$ cat src/rtl/tt_um_aksp_mbist_mbisr_core_if.sv
`default_nettype none
// ============================================================================
// Module   : tt_um_aksp_mbist_mbisr_core_if
// Brief    : Pin bundle of the MBIST/MBISR core (enable, inputs, status, debug)
// Revision : 1.0
// ============================================================================
interface tt_um_aksp_mbist_mbisr_core_if;
    logic       ena;
    logic [7:0] ui_in;
    logic [7:0] uo_out;
    logic [7:0] uio;

    modport master (output ena, output ui_in, input uo_out, input uio);
    modport slave  (input ena, input ui_in, output uo_out, output uio);
endinterface
`default_nettype wire

$ cat src/rtl/tt_um_aksp_mbist_mbisr_core.sv
`default_nettype none
// ============================================================================
// Module   : tt_um_aksp_mbist_mbisr_core
// Brief    : 16x8 memory with March C- self test and two-spare self repair
// Revision : 1.0
// ============================================================================
module tt_um_aksp_mbist_mbisr_core (
    input  wire logic                    clk,
    input  wire logic                    rst_n,
    tt_um_aksp_mbist_mbisr_core_if.slave bus
);
    typedef enum logic [1:0] {
        S_IDLE  = 2'd0,
        S_MARCH = 2'd1,
        S_EVAL  = 2'd2,
        S_DONE  = 2'd3
    } state_t;

    localparam logic [2:0] C_LAST_ELEM = 3'd5;

    logic [7:0]      mem_q [16];
    logic [1:0][7:0] spare_mem_q;

    state_t          state_q, state_d;
    logic [2:0]      elem_q, elem_d;
    logic [3:0]      addr_q, addr_d;
    logic            op_q, op_d;
    logic            pass_q, pass_d;
    logic [3:0]      err_cnt_q, err_cnt_d;
    logic            overflow_q, overflow_d;
    logic            pass2_err_q, pass2_err_d;
    logic            done_q, done_d;
    logic            fail_q, fail_d;
    logic            repaired_q, repaired_d;
    logic            start_prev_q, start_prev_d;
    logic [1:0]      spare_valid_q, spare_valid_d;
    logic [1:0][3:0] spare_addr_q, spare_addr_d;

    logic       w_start_edge, w_down, w_two_op, w_is_read, w_ones;
    logic [3:0] w_eff_addr;
    logic [7:0] w_pat, w_rd_main, w_rd_data;
    logic [1:0] w_hit, w_alloc;
    logic       w_mismatch;
    logic       w_unused;

    assign w_unused     = &{1'b0, bus.ui_in[7:6]};
    assign w_start_edge = bus.ui_in[0] & ~start_prev_q;
    assign start_prev_d = bus.ui_in[0];

    // Elements 3 and 4 walk the address space downward.
    assign w_down     = (elem_q == 3'd3) || (elem_q == 3'd4);
    assign w_eff_addr = w_down ? ~addr_q : addr_q;
    assign w_two_op   = (elem_q != 3'd0) && (elem_q != C_LAST_ELEM);
    assign w_is_read  = (elem_q == C_LAST_ELEM) || (w_two_op && !op_q);
    assign w_ones     = w_two_op && (op_q ^ ((elem_q == 3'd2) || (elem_q == 3'd4)));
    assign w_pat      = w_ones ? 8'hFF : 8'h00;

    assign w_hit[0] = spare_valid_q[0] && (spare_addr_q[0] == w_eff_addr);
    assign w_hit[1] = spare_valid_q[1] && (spare_addr_q[1] == w_eff_addr) && !w_hit[0];

    always_comb begin
        w_rd_main = mem_q[w_eff_addr];
        if (bus.ui_in[1] && (bus.ui_in[5:2] == w_eff_addr)) begin
            w_rd_main[0] = 1'b0;
        end
    end

    assign w_rd_data  = w_hit[0] ? spare_mem_q[0] : (w_hit[1] ? spare_mem_q[1] : w_rd_main);
    assign w_mismatch = (state_q == S_MARCH) && w_is_read && (w_rd_data != w_pat);

    always_comb begin
        state_d       = state_q;
        elem_d        = elem_q;
        addr_d        = addr_q;
        op_d          = op_q;
        pass_d        = pass_q;
        err_cnt_d     = err_cnt_q;
        overflow_d    = overflow_q;
        pass2_err_d   = pass2_err_q;
        done_d        = done_q;
        fail_d        = fail_q;
        repaired_d    = repaired_q;
        spare_valid_d = spare_valid_q;
        spare_addr_d  = spare_addr_q;
        w_alloc       = 2'b00;
        case (state_q)
            S_IDLE, S_DONE: begin
                if (w_start_edge) begin
                    state_d       = S_MARCH;
                    elem_d        = 3'd0;
                    addr_d        = 4'd0;
                    op_d          = 1'b0;
                    pass_d        = 1'b0;
                    err_cnt_d     = 4'd0;
                    overflow_d    = 1'b0;
                    pass2_err_d   = 1'b0;
                    done_d        = 1'b0;
                    fail_d        = 1'b0;
                    repaired_d    = 1'b0;
                    spare_valid_d = 2'b00;
                    spare_addr_d  = '0;
                end
            end
            S_MARCH: begin
                // The displayed error count covers pass 1; pass 2 only records pass/fail.
                if (w_mismatch) begin
                    if (!pass_q) begin
                        if (err_cnt_q != 4'hF) begin
                            err_cnt_d = err_cnt_q + 4'd1;
                        end
                        if (w_hit == 2'b00) begin
                            if (!spare_valid_q[0]) begin
                                spare_valid_d[0] = 1'b1;
                                spare_addr_d[0]  = w_eff_addr;
                                w_alloc[0]       = 1'b1;
                            end else if (!spare_valid_q[1]) begin
                                spare_valid_d[1] = 1'b1;
                                spare_addr_d[1]  = w_eff_addr;
                                w_alloc[1]       = 1'b1;
                            end else begin
                                overflow_d = 1'b1;
                            end
                        end
                    end else begin
                        pass2_err_d = 1'b1;
                    end
                end
                if (w_two_op && !op_q) begin
                    op_d = 1'b1;
                end else begin
                    op_d   = 1'b0;
                    addr_d = addr_q + 4'd1;
                    if (addr_q == 4'hF) begin
                        if (elem_q == C_LAST_ELEM) begin
                            elem_d  = 3'd0;
                            state_d = S_EVAL;
                        end else begin
                            elem_d = elem_q + 3'd1;
                        end
                    end
                end
            end
            S_EVAL: begin
                if (pass_q) begin
                    state_d    = S_DONE;
                    done_d     = 1'b1;
                    fail_d     = pass2_err_q;
                    repaired_d = !pass2_err_q;
                end else if (err_cnt_q == 4'd0) begin
                    state_d = S_DONE;
                    done_d  = 1'b1;
                end else if (overflow_q) begin
                    state_d = S_DONE;
                    done_d  = 1'b1;
                    fail_d  = 1'b1;
                end else begin
                    pass_d  = 1'b1;
                    state_d = S_MARCH;
                end
            end
            default: state_d = S_IDLE;
        endcase
    end

    always_ff @(posedge clk) begin
        if (rst_n) begin
            state_q       <= S_IDLE;
            elem_q        <= 3'd0;
            addr_q        <= 4'd0;
            op_q          <= 1'b0;
            pass_q        <= 1'b0;
            err_cnt_q     <= 4'd0;
            overflow_q    <= 1'b0;
            pass2_err_q   <= 1'b0;
            done_q        <= 1'b0;
            fail_q        <= 1'b0;
            repaired_q    <= 1'b0;
            start_prev_q  <= 1'b0;
            spare_valid_q <= 2'b00;
            spare_addr_q  <= '0;
        end else if (bus.ena) begin
            state_q       <= state_d;
            elem_q        <= elem_d;
            addr_q        <= addr_d;
            op_q          <= op_d;
            pass_q        <= pass_d;
            err_cnt_q     <= err_cnt_d;
            overflow_q    <= overflow_d;
            pass2_err_q   <= pass2_err_d;
            done_q        <= done_d;
            fail_q        <= fail_d;
            repaired_q    <= repaired_d;
            start_prev_q  <= start_prev_d;
            spare_valid_q <= spare_valid_d;
            spare_addr_q  <= spare_addr_d;
        end
    end

    // A freshly allocated spare is loaded with the expected value so the rest of the pass sees good data.
    always_ff @(posedge clk) begin
        if (!rst_n && bus.ena && (state_q == S_MARCH)) begin
            if (!w_is_read) begin
                if (w_hit[0]) begin
                    spare_mem_q[0] <= w_pat;
                end else if (w_hit[1]) begin
                    spare_mem_q[1] <= w_pat;
                end else begin
                    mem_q[w_eff_addr] <= w_pat;
                end
            end
            if (w_alloc[0]) begin
                spare_mem_q[0] <= w_pat;
            end
            if (w_alloc[1]) begin
                spare_mem_q[1] <= w_pat;
            end
        end
    end

    assign bus.uo_out = {err_cnt_q, (state_q == S_MARCH) || (state_q == S_EVAL),
                         repaired_q, fail_q, done_q};
    assign bus.uio    = {elem_q, pass_q, w_eff_addr};
endmodule
`default_nettype wire

$ cat src/flat_wrapper.sv
// flat-port wrapper written by rule: the top's interface ports become plain ports
module tt_um_aksp_mbist_mbisr_core_flat 
  (clk, rst_n, bus_ena, bus_ui_in, bus_uo_out, bus_uio);
  tt_um_aksp_mbist_mbisr_core_if bus_i ();
  input  wire logic clk;
  input  wire logic rst_n;
  input wire logic [$bits(bus_i.ena)-1:0] bus_ena;
  input wire logic [$bits(bus_i.ui_in)-1:0] bus_ui_in;
  output wire logic [$bits(bus_i.uo_out)-1:0] bus_uo_out;
  output wire logic [$bits(bus_i.uio)-1:0] bus_uio;
  assign bus_i.ena = bus_ena;
  assign bus_i.ui_in = bus_ui_in;
  assign bus_uo_out = bus_i.uo_out;
  assign bus_uio = bus_i.uio;
  tt_um_aksp_mbist_mbisr_core u_core (.clk(clk), .rst_n(rst_n), .bus(bus_i));
endmodule
$ cat config.mk
export PLATFORM = sky130hd
export DESIGN_NAME = tt_um_aksp_mbist_mbisr_core_flat
export DESIGN_NICKNAME = d
export VERILOG_FILES = /design/src/rtl/tt_um_aksp_mbist_mbisr_core_if.sv /design/src/rtl/tt_um_aksp_mbist_mbisr_core.sv /design/src/flat_wrapper.sv
export SDC_FILE = /design/constraint.sdc
export NUM_CORES = 1
export LEC_CHECK = 0
export ABC_AREA = 1
export CAP_MARGIN = 20
export CORE_MARGIN = 2
export CORE_UTILIZATION = 45
export DETAILED_ROUTE_END_ITERATION = 10
export GPL_TIMING_DRIVEN = 0
export HOLD_SLACK_MARGIN = 0.08
export MAX_ROUTING_LAYER = met4
export SKIP_CTS_REPAIR_TIMING = 1
export SYNTH_ARGS = -nofsm -noshare
export SYNTH_HDL_FRONTEND = slang
export SYNTH_SLANG_ARGS = --single-unit
$ cat constraint.sdc
create_clock -name clk -period 3.15 [get_ports clk]
set_clock_uncertainty 0.15 [all_clocks]
set_input_delay 0.63 -clock clk [delete_from_list [all_inputs] [get_ports clk]]
set_output_delay 0.63 -clock clk [all_outputs]
set_load 0.05 [all_outputs]
==> results.cfg, run 1 <==
[clock_tree]
path_clk_slew_ps = 90
clkLatencyLatePin_ps = 310
cts_tree = done
numCtsBuffers = 5
htree_levels = 2
cts_buffer_depth = 2
cts_sinks = 49
cts-root-buf = clkbuf_8

[placement]
hpwl_mm = 5.384
io_buffers = 23
dp_cells = 534
globalplace.congestion = 0.8614

[routing]
routed_via_density = 5.133
num_vias = 2777
drtPass1Iterations = 4
drt_iter0_drc = 135
wire_per_inst_um = 13.15
antenna_left = 0
wl_met2_mm = 3.028
wl_met3_um = 266
wl_met1_mm = 3.745
drc = 0
wl_mm = 7.115
dr.max_layer_used = met4

[sta]
setup_violations = 0
tightest_slew_ps = 630.5
slew_violations = 0
fin_crit_sh_pct = 95.53
rsz0062_at_grt = no
slew-limit-headroom_pct = 57.68
setup_tns_ps = 0
hold_ws_ps = 307.9
hold_viol = 0
fmax_ghz = 0.3323
timing.final.crit_period_ps = 3009

[floorplanning]
dieWidth_um = 86.27
io_pins = 27
initial_core_util_pct = 47.15
die-area_um2 = 7442
die-height_um = 86.27
num_rows = 29
coreArea_um2 = 6459

[critical_path]
regToRegEndpoint = u_core.mem_q[5][6]
worst_setup_path_start_kind = register
critPathCapture = bus_uio[2]
crit_type = reg2out
rr_worst_depth = 9
ff2ff_setup_slack_ps = 250
endpoint_kind = output pin
cp.arrival_ps = 2230
startpoint = u_core.elem_q[0]
path_max_fanout = 10
r2r_start = u_core.state_q[1]
critPathRequiredTime_ps = 2370

[finish]
drive_gt1_share_pct = 8.405
fin_util_pct = 53.70
diodes = 0
layout.nets = 480
stdcell_count = 541
layout_common_cells = nand2_1 (109), inv_1 (63), nor2_1 (53)
synthToLayoutAreaGrowth_pct = 13.89
fillers = 669
layout_commonest_cell = nand2_1

[flow_run]
maxCapViolCount = 0

[power]
power_leakage_nw = 1.553
power.density_nw_per_um2 = 569.0
vdd_drop_max_v = 0.0002829
finalPower_w = 0.001974

[yosys]
ys_types = 36
synthArstFlopShare_pct = 0
synth_edf_count = 18
syn_area_um2 = 3045
synth_warnings = 0
ys_ff_latch = 49
synth_seq_area_share_pct = 38.13
netlist_instances = 434
syn_nets = 451
ys.flop_type = dfxtp_1
syn_avg_cell_area_um2 = 7.017

[global_route]
grt_first_pass_wirelength_mm = 12.24
grt_usage_pct = 21.39
grt_max_degree = 19
gr-total-overflow = 0
antenna_found_initial = 0
grt_pass1_vias = 2587

[run_status]
status = finished, final reports clean

[worst_hold_path]
hold_path_class = reg2reg
==> report_power, final <==
part	total [W]	internal (W)	switching [W]
clock network	0.000393	0.000180	0.000213
registers	0.000766	0.000721	0.0000451
logic	0.000815	0.000255	0.000560
==> synth_stat cells (2+ instances only) <==
master      n  share of area (%)
nand3b_1    3               0.74
dfxtp_1    31                 20
buf_4       4               0.99
buf_6       2               0.74
a21oi_1    23                3.8
nand4_1     4               0.82
edfxtp_1   18                 18
nand2_4     6                2.2
a211oi_1    3               0.74
ha_1        6                2.5
nor3_1     13                2.1
inv_1      63                7.8
o21ai_0    19                3.1
nand3_2     3               0.99
nand2_1   109                 13
xor2_1      3               0.86
o21ai_1     2               0.33
a22oi_1     2               0.49
nand2_2     8                1.6
nand3_1    39                6.4
nand4_4     2                1.4
clkbuf_1    5               0.62
nor2_1     53                6.5
==> how the worst min path moves through the flow <==
stage,from,end,slack [ps],cells after the start
2_1_floorplan,u_core.start_prev_q,u_core.start_prev_q,280,2
3_3_place_gp,u_core.start_prev_q,u_core.start_prev_q,290,2
3_5_place_dp,u_core.start_prev_q,u_core.start_prev_q,300,2
4_1_cts,u_core.start_prev_q,u_core.start_prev_q,310,2
5_1_grt,u_core.start_prev_q,u_core.start_prev_q,360,2
6_report,u_core.start_prev_q,u_core.start_prev_q,310,2
==> flip-flops by register name, indices dropped and copies added, names as in the netlist <==
signal	flops
u_core.mem_q	16
u_core.spare_addr_q	8
u_core.addr_q	4
u_core.err_cnt_q	4
u_core.elem_q	3
u_core.spare_mem_q	2
u_core.spare_valid_q	2
u_core.state_q	2
u_core.done_q	1
u_core.fail_q	1
u_core.op_q	1
u_core.overflow_q	1
u_core.pass2_err_q	1
u_core.pass_q	1
u_core.repaired_q	1
u_core.start_prev_q	1
==> per-stage QoR <==
step	instance area, µm²	worst slack, ps
after floorplan	3045	62.72
after global placement	3372	-82.33
after detailed placement	3372	-53.92
after CTS	3462	-64.25
after global routing	3468	33.05
final	3468	141.0
==> layer usage <==
layer	up-vias	global-route usage [%]
met5	-	-
li1	1453	-
met2	41	31.78
met4	0	5.114
met1	1277	30.84
met3	6	3.238
==> area by class of cell <==
type	instances	area [µm²]	area share (%)
inverter	65	244.0	7.035
timing repair buffer	23	235.2	6.782
sequential	49	1161	33.48
tap	77	96.34	2.778
clock buffer	8	90.09	2.597
multi-input combinational	308	1569	45.24
buffer	11	72.57	2.092
==> critical path, stage by stage, from the launching register on <==
cell and delay (ps):
dfxtp_1 370, o21ai_2 240, buf_6 180, nand3_1 110, nand2_2 190, clkdlybuf4s50_1 830
==> cells by family after synthesis <==
| group | share of synthesized area, % |
|---|---|
| adders and majority gates | 2.465 |
| DFF | 38.13 |
| xor gates and xnor gates | 1.397 |
| AOI/OAI and AO/OA | 9.942 |
| and+or+nand+nor | 37.55 |
| buffers and inverters | 10.52 |
Power figures use the tool's default switching activity.
==> run 2: changes to the inputs <==
--- a/config.mk
+++ b/config.mk
@@ -9,6 +9,7 @@
 export CAP_MARGIN = 20
 export CORE_MARGIN = 2
 export CORE_UTILIZATION = 45
+export CTS_CLUSTER_SIZE = 16
 export DETAILED_ROUTE_END_ITERATION = 10
 export GPL_TIMING_DRIVEN = 0
 export HOLD_SLACK_MARGIN = 0.08
==> results of run 2 <==
The final DEF is identical to that of run 1; final timing and power are the same.
